===== src/rtl/mul_seq_ctrl.sv =====
// -----------------------------------------------------------------------------
// mul_seq_ctrl -- sequential unsigned shift-and-add multiplier.
//
// One shared N-bit ripple-carry adder (a chain of full_adder cells) is
// reused over N RUN iterations to build a 2N-bit product.
//
// Ports:
//   clk          system clock, rising edge
//   rst          synchronous reset, active-high, dominates every other input
//   start        request; sampled only in IDLE or DONE
//   A, B         N-bit unsigned multiplicand / multiplier, captured on accept
//   busy         high while in RUN
//   done         one-cycle pulse; P is valid from this cycle onward
//   P            2N-bit product register, held until next completion or reset
//   o_dbg_state  current FSM state (0=IDLE, 1=RUN, 2=DONE) for checkers
//
// Handshake: an operation is accepted on any rising edge where start=1 and
// the FSM is in IDLE or DONE (and rst=0). busy rises in the cycle after the
// accepting edge and stays high for exactly N cycles; done is high for the
// single cycle after that, in which P already holds the new product. start is
// ignored during RUN, and A/B are don't-care after the accepting edge.
// -----------------------------------------------------------------------------

// 1-bit full adder cell.
//   a, b, cin : addends and carry-in
//   s, cout   : sum and carry-out
module full_adder (
  input  logic a,
  input  logic b,
  input  logic cin,
  output logic s,
  output logic cout
);
  assign s    = a ^ b ^ cin;
  assign cout = (a & b) | (cin & (a ^ b));
endmodule

module mul_seq_ctrl #(
  parameter int N = 4
) (
  input  logic           clk,
  input  logic           rst,
  input  logic           start,
  input  logic [N-1:0]   A,
  input  logic [N-1:0]   B,
  output logic           busy,
  output logic           done,
  output logic [2*N-1:0] P,
  output logic [1:0]     o_dbg_state
);

  localparam int CW = $clog2(N + 1);

  typedef enum logic [1:0] {
    S_IDLE = 2'd0,
    S_RUN  = 2'd1,
    S_DONE = 2'd2
  } state_t;

  state_t           r_state;
  logic [N-1:0]     r_m;
  logic [N-1:0]     r_acc;
  logic [N-1:0]     r_q;
  logic             r_c;
  logic [CW-1:0]    r_count;
  logic             r_busy;
  logic             r_done;
  logic [2*N-1:0]   r_p;

  // Shared adder: ACC + (Q[0] ? M : 0), carry-in tied low.
  logic [N-1:0]     w_addend;
  logic [N-1:0]     w_sum;
  logic [N:0]       w_carry;
  logic             w_cout;
  logic [N-1:0]     w_acc_next;
  logic [N-1:0]     w_q_next;

  assign w_addend   = r_q[0] ? r_m : '0;
  assign w_carry[0] = 1'b0;

  for (genvar gi = 0; gi < N; gi++) begin : g_rca
    full_adder u_fa (
      .a    (r_acc[gi]),
      .b    (w_addend[gi]),
      .cin  (w_carry[gi]),
      .s    (w_sum[gi]),
      .cout (w_carry[gi+1])
    );
  end

  assign w_cout = w_carry[N];

  // {carry, sum, Q} shifted right by one: the carry-out becomes ACC's MSB and
  // the sum's LSB drops into Q, which is how the low half of the product forms.
  assign w_acc_next = {w_cout, w_sum[N-1:1]};
  assign w_q_next   = {w_sum[0], r_q[N-1:1]};

  always_ff @(posedge clk) begin
    if (rst) begin
      r_state <= S_IDLE;
      r_m     <= '0;
      r_acc   <= '0;
      r_q     <= '0;
      r_c     <= 1'b0;
      r_count <= '0;
      r_busy  <= 1'b0;
      r_done  <= 1'b0;
      r_p     <= '0;
    end else begin
      case (r_state)
        S_IDLE, S_DONE: begin
          r_done <= 1'b0;
          if (start) begin
            r_m     <= A;
            r_q     <= B;
            r_acc   <= '0;
            r_c     <= 1'b0;
            r_count <= '0;
            r_busy  <= 1'b1;
            r_state <= S_RUN;
          end else begin
            r_busy  <= 1'b0;
            r_state <= S_IDLE;
          end
        end
        S_RUN: begin
          r_acc   <= w_acc_next;
          r_q     <= w_q_next;
          r_c     <= w_cout;
          r_count <= r_count + 1'b1;
          if (r_count == CW'(N - 1)) begin
            // Last iteration: publish the full product in one step.
            r_p     <= {w_acc_next, w_q_next};
            r_busy  <= 1'b0;
            r_done  <= 1'b1;
            r_state <= S_DONE;
          end
        end
        default: begin
          r_busy  <= 1'b0;
          r_done  <= 1'b0;
          r_state <= S_IDLE;
        end
      endcase
    end
  end

  assign busy        = r_busy;
  assign done        = r_done;
  assign P           = r_p;
  assign o_dbg_state = r_state;

endmodule


===== config.mk =====
export PLATFORM = sky130hd
export DESIGN_NAME = mul_seq_ctrl
export DESIGN_NICKNAME = d
export VERILOG_FILES = /design/src/rtl/mul_seq_ctrl.sv
export SDC_FILE = /design/constraint.sdc
export NUM_CORES = 1
export LEC_CHECK = 0
export CORE_MARGIN = 5
export CORE_UTILIZATION = 40
export CTS_CLUSTER_DIAMETER = 50
export DETAILED_ROUTE_END_ITERATION = 16
export SLEW_MARGIN = 0
export SYNTH_ARGS = -nofsm -noshare
export SYNTH_HDL_FRONTEND = slang
export SYNTH_SLANG_ARGS = --single-unit
export TNS_END_PERCENT = 100

===== constraint.sdc =====
create_clock -name clk -period 5.9 [get_ports clk]
set_input_delay 0.59 -clock clk [delete_from_list [all_inputs] [get_ports clk]]
set_output_delay 0.59 -clock clk [all_outputs]
set_load 0.05 [all_outputs]

==> reports/summary.txt <==
Fraction of layout cells with a size suffix above 1: 0.0571
RD Place Congestion: 0.664
Initial antenna violation count: 0
Sum Neg Setup Slack: 0 ns
Hold crit path type: reg -> reg
First-pass GRT wire length: 3.77 mm
Crit path kind: reg -> out
Congestion Overflow GR: 0
Peak Freq: 458 MHz
Post-synthesis cell count: 123
WL final: 2.34 mm
Routed length per placed instance: 13.7 microns
DRT iter0 DRCs: 20
Type of origin of the critical path: register
Syn. warnings: 0
Pins Over Slew Limit: 0
N_diodes: 0
CP endpoint kind: output pin
Die Height: 63.6 microns
Max-cap viol count: 0
M1 WL: 1.11 mm
Met2 wire len: 1.09 mm
H-tree depth: 1
Placed Cells: 167
Die W: 63.6 microns
Post-Syn Area: 0.00115 sq mm
Main flop type after synthesis: dfxtp_1
Syn-to-layout area delta: 20.3%
Drt drc: 0
Top Layer Used: met4
Worst path max stage delay: 0.83 ns
Critical path required time: 5.31 ns
Drt first pass iters: 4
Clock-pin slew on the worst setup and hold paths: 0.16 ns
Ranking of synthesized cells by area: dfxtp_1 (47%), a21oi_1 (5.2%), fa_1 (5.2%), mux2i_1 (4.4%), nor3_1 (3.9%)
Power Total: 316 uW
Power Density: 229 mW/mm^2
# clock sinks: 27
Crit path buffers/inverters: 1
Post-synth top area share: 0.471
CTS Buf Count: 3
Tcrit/Tclk final: 0.370
Slowest cell on crit path: clkdlybuf4s50_1
Clk buf depth: 2
Row Count: 19
Clk_skew: 0.0137 ns
Ys async rst share: 0
Core area: 0.00276 sq mm
Post-DRT Antenna Nets: 0
Worst slew pin tran: 1.04 ns
Via count: 882
Register area share after synthesis: 0.471
RSZ-0062 raised after global routing: no
Final Setup Violations: 0
Final cell count without fillers: 171
CP arrival: 1.59 ns
WL met3: 95 microns
Final hold vios: 0
Tmin final: 2.18 ns
Synth unique cells: 25
Worst VDD drop: 0.134 mV
IO Count: 23
Hpwl dp: 1.59 mm
EDFF count, synth: 0
Die area: 0.00404 sq mm
Status: completed
Top cell type by total area after synthesis: dfxtp_1
Vias in the first global route: 852
Setup bufs post-CTS: 0
Syn_nets: 140
IO Port Bufs: 22
Top post-synthesis cells by count: dfxtp_1 (27), a21oi_1 (12), nand2_1 (12), nor2_1 (10), nor3_1 (9)
Clock root buffer: clkbuf_4
Worst-path cell chain: clkdlybuf4s50_1
Starting density of the core: 0.416
Pre-CTS setup slack: 3.81 ns
Clock latency on the worst-skew pair: 0.33 ns
Total track usage: 0.117
Synth Area per Inst: 9.33 sq um
Routed vias/inst: 5.16
PnR worst setup slack: 3.72 ns
FF+latch count, synth: 27
Number of gates resized after CTS: 0
NumNets Final: 158
Pin count of the biggest net entering global routing: 28
Worst path top cell family by delay: buffers and inverters
Worst rel slew slack: 0.304
CTS tree: built
CP max FO: 6
Top-count cell post-synth: dfxtp_1
Leak pwr: 0.000462 uW
CTS Hold Bufs: 0
## worst paths after layout
path                                      from  slack, ns  depth (start not counted)        endpoint
worst min-delay path                    r_m[0]       0.47                          2          r_m[0]
worst max register to register          r_q[0]       3.80                          8        r_acc[2]
worst min register to register          r_m[0]       0.47                          2          r_m[0]
worst max-delay path            o_dbg_state[0]       3.72                          1  o_dbg_state[0]
## where the power goes
part / internal (uW) / switching [uW]
clock network: 26.0 / 56.8
registers: 189 / 4.65
logic: 16.0 / 23.2
## kinds of logic (layout without fill, tap and decap cells)
family	count (synthesis)	count (layout)	synth area share
adder cells (fa/ha/maj)	6	6	0.0851
multiplexers	5	5	0.0436
buffers and inverters	13	30	0.0622
AND/OR/NAND/NOR	52	52	0.225
AO/OA/AOI/OAI	20	20	0.113
flip-flops	27	27	0.471
## state kept, by name (all words and copies together), names as in the netlist
name         cells
P                8
r_acc            4
r_m              4
r_q              4
r_count          3
o_dbg_state      2
busy             1
done             1
## final cells by class
type,instances,area [sq um]
tap,31,38.8
multi-input combinational,83,536
sequential,27,541
clock inverter,1,7.51
inverter,4,15.0
timing repair buffer,22,220
clock buffer,3,22.5
fill,270,1380
## placed cells by master (no fill, tap or decap), drive strengths merged
cell	synthesis	layout
nor2b	1	1
o21a	1	1
inv	4	4
nor2	10	10
mux2i	5	5
nor3	9	9
nand3b	1	1
o22ai	4	4
fa	3	3
ha	3	3
clkinvlp	0	1
and2	2	2
and2b	1	1
nand2	12	12
a211oi	3	3
nand2b	7	7
dfxtp	27	27
a21oi	12	12
clkbuf	2	3
nand3	7	7
nor3b	1	1
and3b	1	1
clkdlybuf4s50	0	22
## stage by stage
stage | hold slack, ns | utilization | area [sq um]
5_1_grt | 0.489 | 0.500 | 1380
2_1_floorplan | 0.432 | - | 1150
4_1_cts | 0.467 | 0.500 | 1380
3_5_place_dp | 0.448 | 0.490 | 1350
3_3_place_gp | 0.448 | 0.490 | 1350
6_report | 0.467 | 0.500 | 1380
## per-layer routing
metal  track usage  vias to the layer above
li1              -                      447
met1         0.146                      414
met2         0.184                       16
met3        0.0337                        5
met4        0.0545                        0
met5             0                        -
(Power assumes the default switching activity.)
==> RTL change 1, RTL diff (same flow settings) <==
Reset style: asynchronous (`rst`), changed in one clocked block. Comments in the files are not updated.
--- a/src/rtl/mul_seq_ctrl.sv
+++ b/src/rtl/mul_seq_ctrl.sv
@@ -97,3 +97,3 @@
 
-  always_ff @(posedge clk) begin
+  always_ff @(posedge clk or posedge rst) begin
     if (rst) begin
Check against the original RTL: differs if rst is asserted again (counterexample within 4 cycles, from zero or initial values and one cycle with rst high); with rst held inactive, the same outputs for 10 cycles.
==> RTL change 1 against the original RTL <==
Setup slack worse by 0.097 ns; synthesized cell count is 20% lower; synthesized area down 0.11%; sequential cell count shrank 1; design area is 3.6% higher; wire length down 7.7%; fmax fell by 4.3%; largest cell class unchanged.
Power is not compared: it rests on default switching activity, and its combinational part moved more than twofold at a synthesized area within 25%.
==> RTL change 1: results (changes against the original RTL) <==
----------------------------------------------------
[Outcome]
  Run status ... finished clean (unchanged)

[STA]
  Share of the cycle needed by the critical path after routing ... 38.7% (was 37.0%)
  Worst max-slew margin expressed relative to the limit ... 36.4% (was 30.4%)
  Hold slack ... 0.495 ns (was 0.467 ns)
  Clk_skew ... 0.0160 ns (was 0.0137 ns)

[Drt]
  Met2 wire length ... 991 um (was 1.09 mm)
  Number of vias after detailed routing ... 777 (was 882)
  Drt first-iter violations ... 22 (was 20)
  Overall routed net length ... 2.16 mm (was 2.34 mm)
  Post-DR wirelength/cell ... 14.4 um (was 13.7 um)
  Routed met3 length ... 124 um (was 95 um)

[Synthesis]
  Synth area leaders ... dfrtp_1 (57%), mux2_2 (6.9%), fa_1 (5.2%), inv_1 (3.9%), o21ai_0 (3.5%) (was dfxtp_1 (47%), a21oi_1 (5.2%), fa_1 (5.2%), mux2i_1 (4.4%), nor3_1 (3.9%))
  Count of cell types in the netlist ... 22 (was 25)
  Sequential-to-total area share from yosys stat ... 56.8% (was 47.1%)
  Synth top cells by count ... dfrtp_1 (26), inv_1 (12), nand2_1 (8), o21ai_0 (8), mux2_2 (7) (was dfxtp_1 (27), a21oi_1 (12), nand2_1 (12))
  Post-Syn Nets ... 115 (was 140)

[Global routing]
  Via count of the first global-routing pass ... 800 (was 852)
  GR Util All Layers ... 11.5% (was 11.7%)
  Pin count of the biggest net entering global routing ... 27 (was 28)
  Initial antenna violation count ... 0 (unchanged)
  Wire length of the first global-routing pass ... 3.75 mm (was 3.77 mm)

[Place]
  Area after detailed placement ... 1380 um2 (was 1350 um2)
  Number of placed cells counting well taps ... 146 (was 167)
  Gpl congestion ... 0.723 (was 0.664)
  Final HPWL from detailed placement ... 1.60 mm (was 1.59 mm)

[Finish]
  Layout cell share with drive strength beyond 1 ... 9.24% (was 5.71%)
  Fill cell instance count of the final layout ... 268 (was 270)
  Post-layout nets ... 137 (was 158)
  Post-layout util ... 51.9% (was 50.0%)

[Min path]
  Hold_sp ... P[4] (was r_m[0])
  Endpoint with the worst hold slack ... P[4] (was r_m[0])

[Critical path]
  Data arrival time at the worst-slack endpoint ... 1.69 ns (was 1.59 ns)
  Worst reg-to-reg path cell count ... 10 (was 8)
  Worst-case register-to-register setup slack ... 3.69 ns (was 3.80 ns)
  FF-to-FF Start ... r_q[0] (unchanged)
  CP Launch Point ... done (was o_dbg_state[0])
  Max Fanout on Critical Path ... 8 (was 6)
  Reg-to-reg endpoint ... r_acc[3] (was r_acc[2])
  Largest stage delay on the critical path ... 0.85 ns (was 0.83 ns)

[Run]
  Max-cap check violation count ... 0 (unchanged)

[Clock network]
  H-tree Lvls ... 1 (unchanged)

----------------------------------------------------
[RTL change 1: power breakdown]
part | switching, mW | internal (mW)
Sequential | 0.0556 | 0.262
Clock | 0.0533 | 0.0688
Combinational | 0.267 | 0.179
Total | 0.376 | 0.510
[RTL change 1: area by class of cell]
type                       instances  area share (%)
sequential                        26            45.5
multi-input combinational         55            29.6
timing repair buffer              22            15.4
inverter                          12            3.15
tap                               31            2.71
clock inverter                     1            2.10
clock buffer                       3            1.57
[RTL change 1: worst max-delay path by stage]
stage | to | cells past startpoint
after floorplan | P[6] | 9
after global placement | r_acc[3] | 10
after detailed placement | r_acc[3] | 10
after CTS | done | 1
after global routing | o_dbg_state[1] | 1
final | done | 1
[RTL change 1: logic make-up (layout without fill, tap and decap cells)]
kind of cell    count (synthesis)  after routing  synth area share [%]
simple gates                   18             18                  7.86
flops                          26             26                  56.8
mux                             8              8                  7.75
buf+inv                        17             38                  6.33
compound gates                 23             23                  12.8
fa+ha+maj                       6              6                  8.52
[RTL change 1: metal layers]
layer,vias to the layer above,track usage [%]
met5,-,0
met1,384,16.3
li1,371,-
met2,20,16.9
met4,0,2.34
met3,2,4.26
==> RTL change 2, RTL diff (same flow settings) <==
Made on the original files. `N`: 4 -> 8.
--- a/src/rtl/mul_seq_ctrl.sv
+++ b/src/rtl/mul_seq_ctrl.sv
@@ -38,3 +38,3 @@
 module mul_seq_ctrl #(
-  parameter int N = 4
+  parameter int N = 8
 ) (
Interface: changed (resized A, B and P); port bits go from 23 to 39. The function was not compared with the original's and may differ.
==> RTL change 2 against the original RTL <==
First-iteration DRC count is 130% higher; setup slack worse by 1.7 ns; design area increased by 74%; synthesized area grew 65%; wire length up 87%; cell count rose by 61%; register-to-register slack got worse by 1.8 ns; power is 100% higher; via count up 64%; sequential cell count increased by 20.
==> RTL change 2: results (changes against the original RTL) <==
----------------------------------------------------
[Finish]
  Max FFs per register ... 16 (was 8)
  Layout cell share with drive strength beyond 1 ... 7.21% (was 5.71%)
  Post-layout nets ... 249 (was 158)
  Non-filler instance count after layout ... 276 (was 171)

[Synthesis]
  Synth area leaders ... dfxtp_1 (50%), fa_1 (7.4%), o2bb2ai_1 (7.4%), a21oi_1 (5.5%), nand2_1 (4.6%) (was dfxtp_1 (47%), a21oi_1 (5.2%), fa_1 (5.2%), mux2i_1 (4.4%), nor3_1 (3.9%))
  Number of standard cells after synthesis ... 188 (was 123)
  Sequential-to-total area share from yosys stat ... 49.6% (was 47.1%)
  Post-Syn Nets ... 216 (was 140)
  Synth top cells by count ... dfxtp_1 (47), nand2_1 (23), a21oi_1 (21) (was dfxtp_1 (27), a21oi_1 (12), nand2_1 (12))
  Count of cell types in the netlist ... 30 (was 25)

[Power]
  Combinational power share ... 9.1% (was 12.4%)
  Peak ir drop on the vdd network ... 0.000116 V (was 0.000134 V)
  Switching component of the power ... 0.154 mW (was 0.0847 mW)
  Leakage power figure ... 0.801 nW (was 0.462 nW)

[Critical path]
  Data arrival time at the worst-slack endpoint ... 4.06 ns (was 1.59 ns)
  Worst setup path endpoint ... r_acc[6] (was o_dbg_state[0])
  Max Fanout on Critical Path ... 9 (was 6)
  Reg-to-reg endpoint ... r_acc[6] (was r_acc[2])
  Worst-case register-to-register setup slack ... 2.02 ns (was 3.80 ns)
  Worst reg-to-reg path cell count ... 11 (was 8)
  CP Launch Point ... r_q[0] (was o_dbg_state[0])

[Clock network]
  Number of buffers added by the clock tree synthesis step ... 5 (was 3)
  Clk Latency, worst-skew pair ... 0.30 ns (was 0.33 ns)
  Root buf cell ... clkbuf_8 (was clkbuf_4)
  H-tree Lvls ... 2 (was 1)
  Maximum buffer depth of the clock tree ... 2 (unchanged)
  Clock transition time at the flip-flop clock pins of the worst setup and hold paths ... 0.09 ns (was 0.16 ns)
  Number of gates resized after CTS ... 0 (unchanged)

[Drt]
  Drt first-iter violations ... 46 (was 20)
  Vias per cell ... 5.25 (was 5.16)
  Overall routed net length ... 4.38 mm (was 2.34 mm)

[Place]
  Number of placed cells counting well taps ... 268 (was 167)
  Gpl congestion ... 0.777 (was 0.664)
  IO buf count ... 38 (was 22)
  Final HPWL from detailed placement ... 3.00 mm (was 1.59 mm)

[Global routing]
  Via count of the first global-routing pass ... 1483 (was 852)
  Pin count of the biggest net entering global routing ... 27 (was 28)
  Wire length of the first global-routing pass ... 7.25 mm (was 3.77 mm)
  GR Util All Layers ... 15.2% (was 11.7%)

[STA]
  Worst Tran Pin Value ... 0.946 ns (was 1.04 ns)
  Post-layout minimum cycle time ... 3.88 ns (was 2.18 ns)
  Clk_skew ... 0.00734 ns (was 0.0137 ns)

[Outcome]
  Run status ... finished clean (unchanged)

----------------------------------------------------
-- RTL change 2: layout make-up --
cell class              instances  area, um2
fillers                       438       2260
clock buffers                   5       68.8
multi-input cells             117        831
repair buffers                 41        403
well taps                      54       67.6
flip-flops and latches         47        941
clock inverters                 3       47.5
inverters                       9       38.8
-- RTL change 2: worst max-delay path: stages (launching register included) --
cell	delay (ns)
dfxtp_1	0.48
and2_1	0.17
ha_1	0.13
inv_1	0.05
fa_1	0.38
fa_1	0.40
fa_1	0.39
fa_1	0.39
fa_1	0.39
fa_1	0.39
fa_1	0.52
o2bb2ai_1	0.06
-- RTL change 2: worst min path at each step --
stage	to	cells after the start	startpoint	slack, ns
after floorplan	r_m[0]	2	r_m[0]	0.43
after global placement	P[12]	1	P[12]	0.44
after detailed placement	r_m[0]	2	r_m[0]	0.44
after CTS	r_m[0]	2	r_m[0]	0.46
after global routing	r_m[0]	2	r_m[0]	0.47
final	r_m[0]	2	r_m[0]	0.45
-- RTL change 2: power groups by stage --
stage	Combinational [mW]	Clock [mW]	Sequential, mW
CTS	0.0583	0.249	0.333
detailed placement	0.0580	0	0.340
floorplan	0.0361	0	0.340
global placement	0.0576	0	0.340
global route	0.0628	0.266	0.335
finish	0.0577	0.243	0.333
-- RTL change 2: cells by family (layout without fill, tap and decap cells) --
| family | count (synthesis) | count (layout) | synth area share (%) |
|---|---|---|---|
| AOI/OAI and AO/OA | 55 | 55 | 20.4 |
| adders and majority gates | 9 | 9 | 8.71 |
| buffers and inverters | 24 | 58 | 6.60 |
| DFF | 47 | 47 | 49.6 |
| muxes | 2 | 2 | 1.19 |
| and+or+nand+nor | 51 | 51 | 13.5 |
-- RTL change 2: layer usage --
layer / global-route usage (%) / wire, um
met5: 0 / 0
met1: 19.0 / 1970
met4: 6.19 / 61
met2: 24.2 / 2100
met3: 5.22 / 241
-- RTL change 2: through the flow --
step	util [%]	cell area, um2
4_1_cts	51.4	2400
5_1_grt	51.4	2400
6_report	51.4	2400
2_1_floorplan	-	1900
3_3_place_gp	48.9	2280
3_5_place_dp	48.9	2280
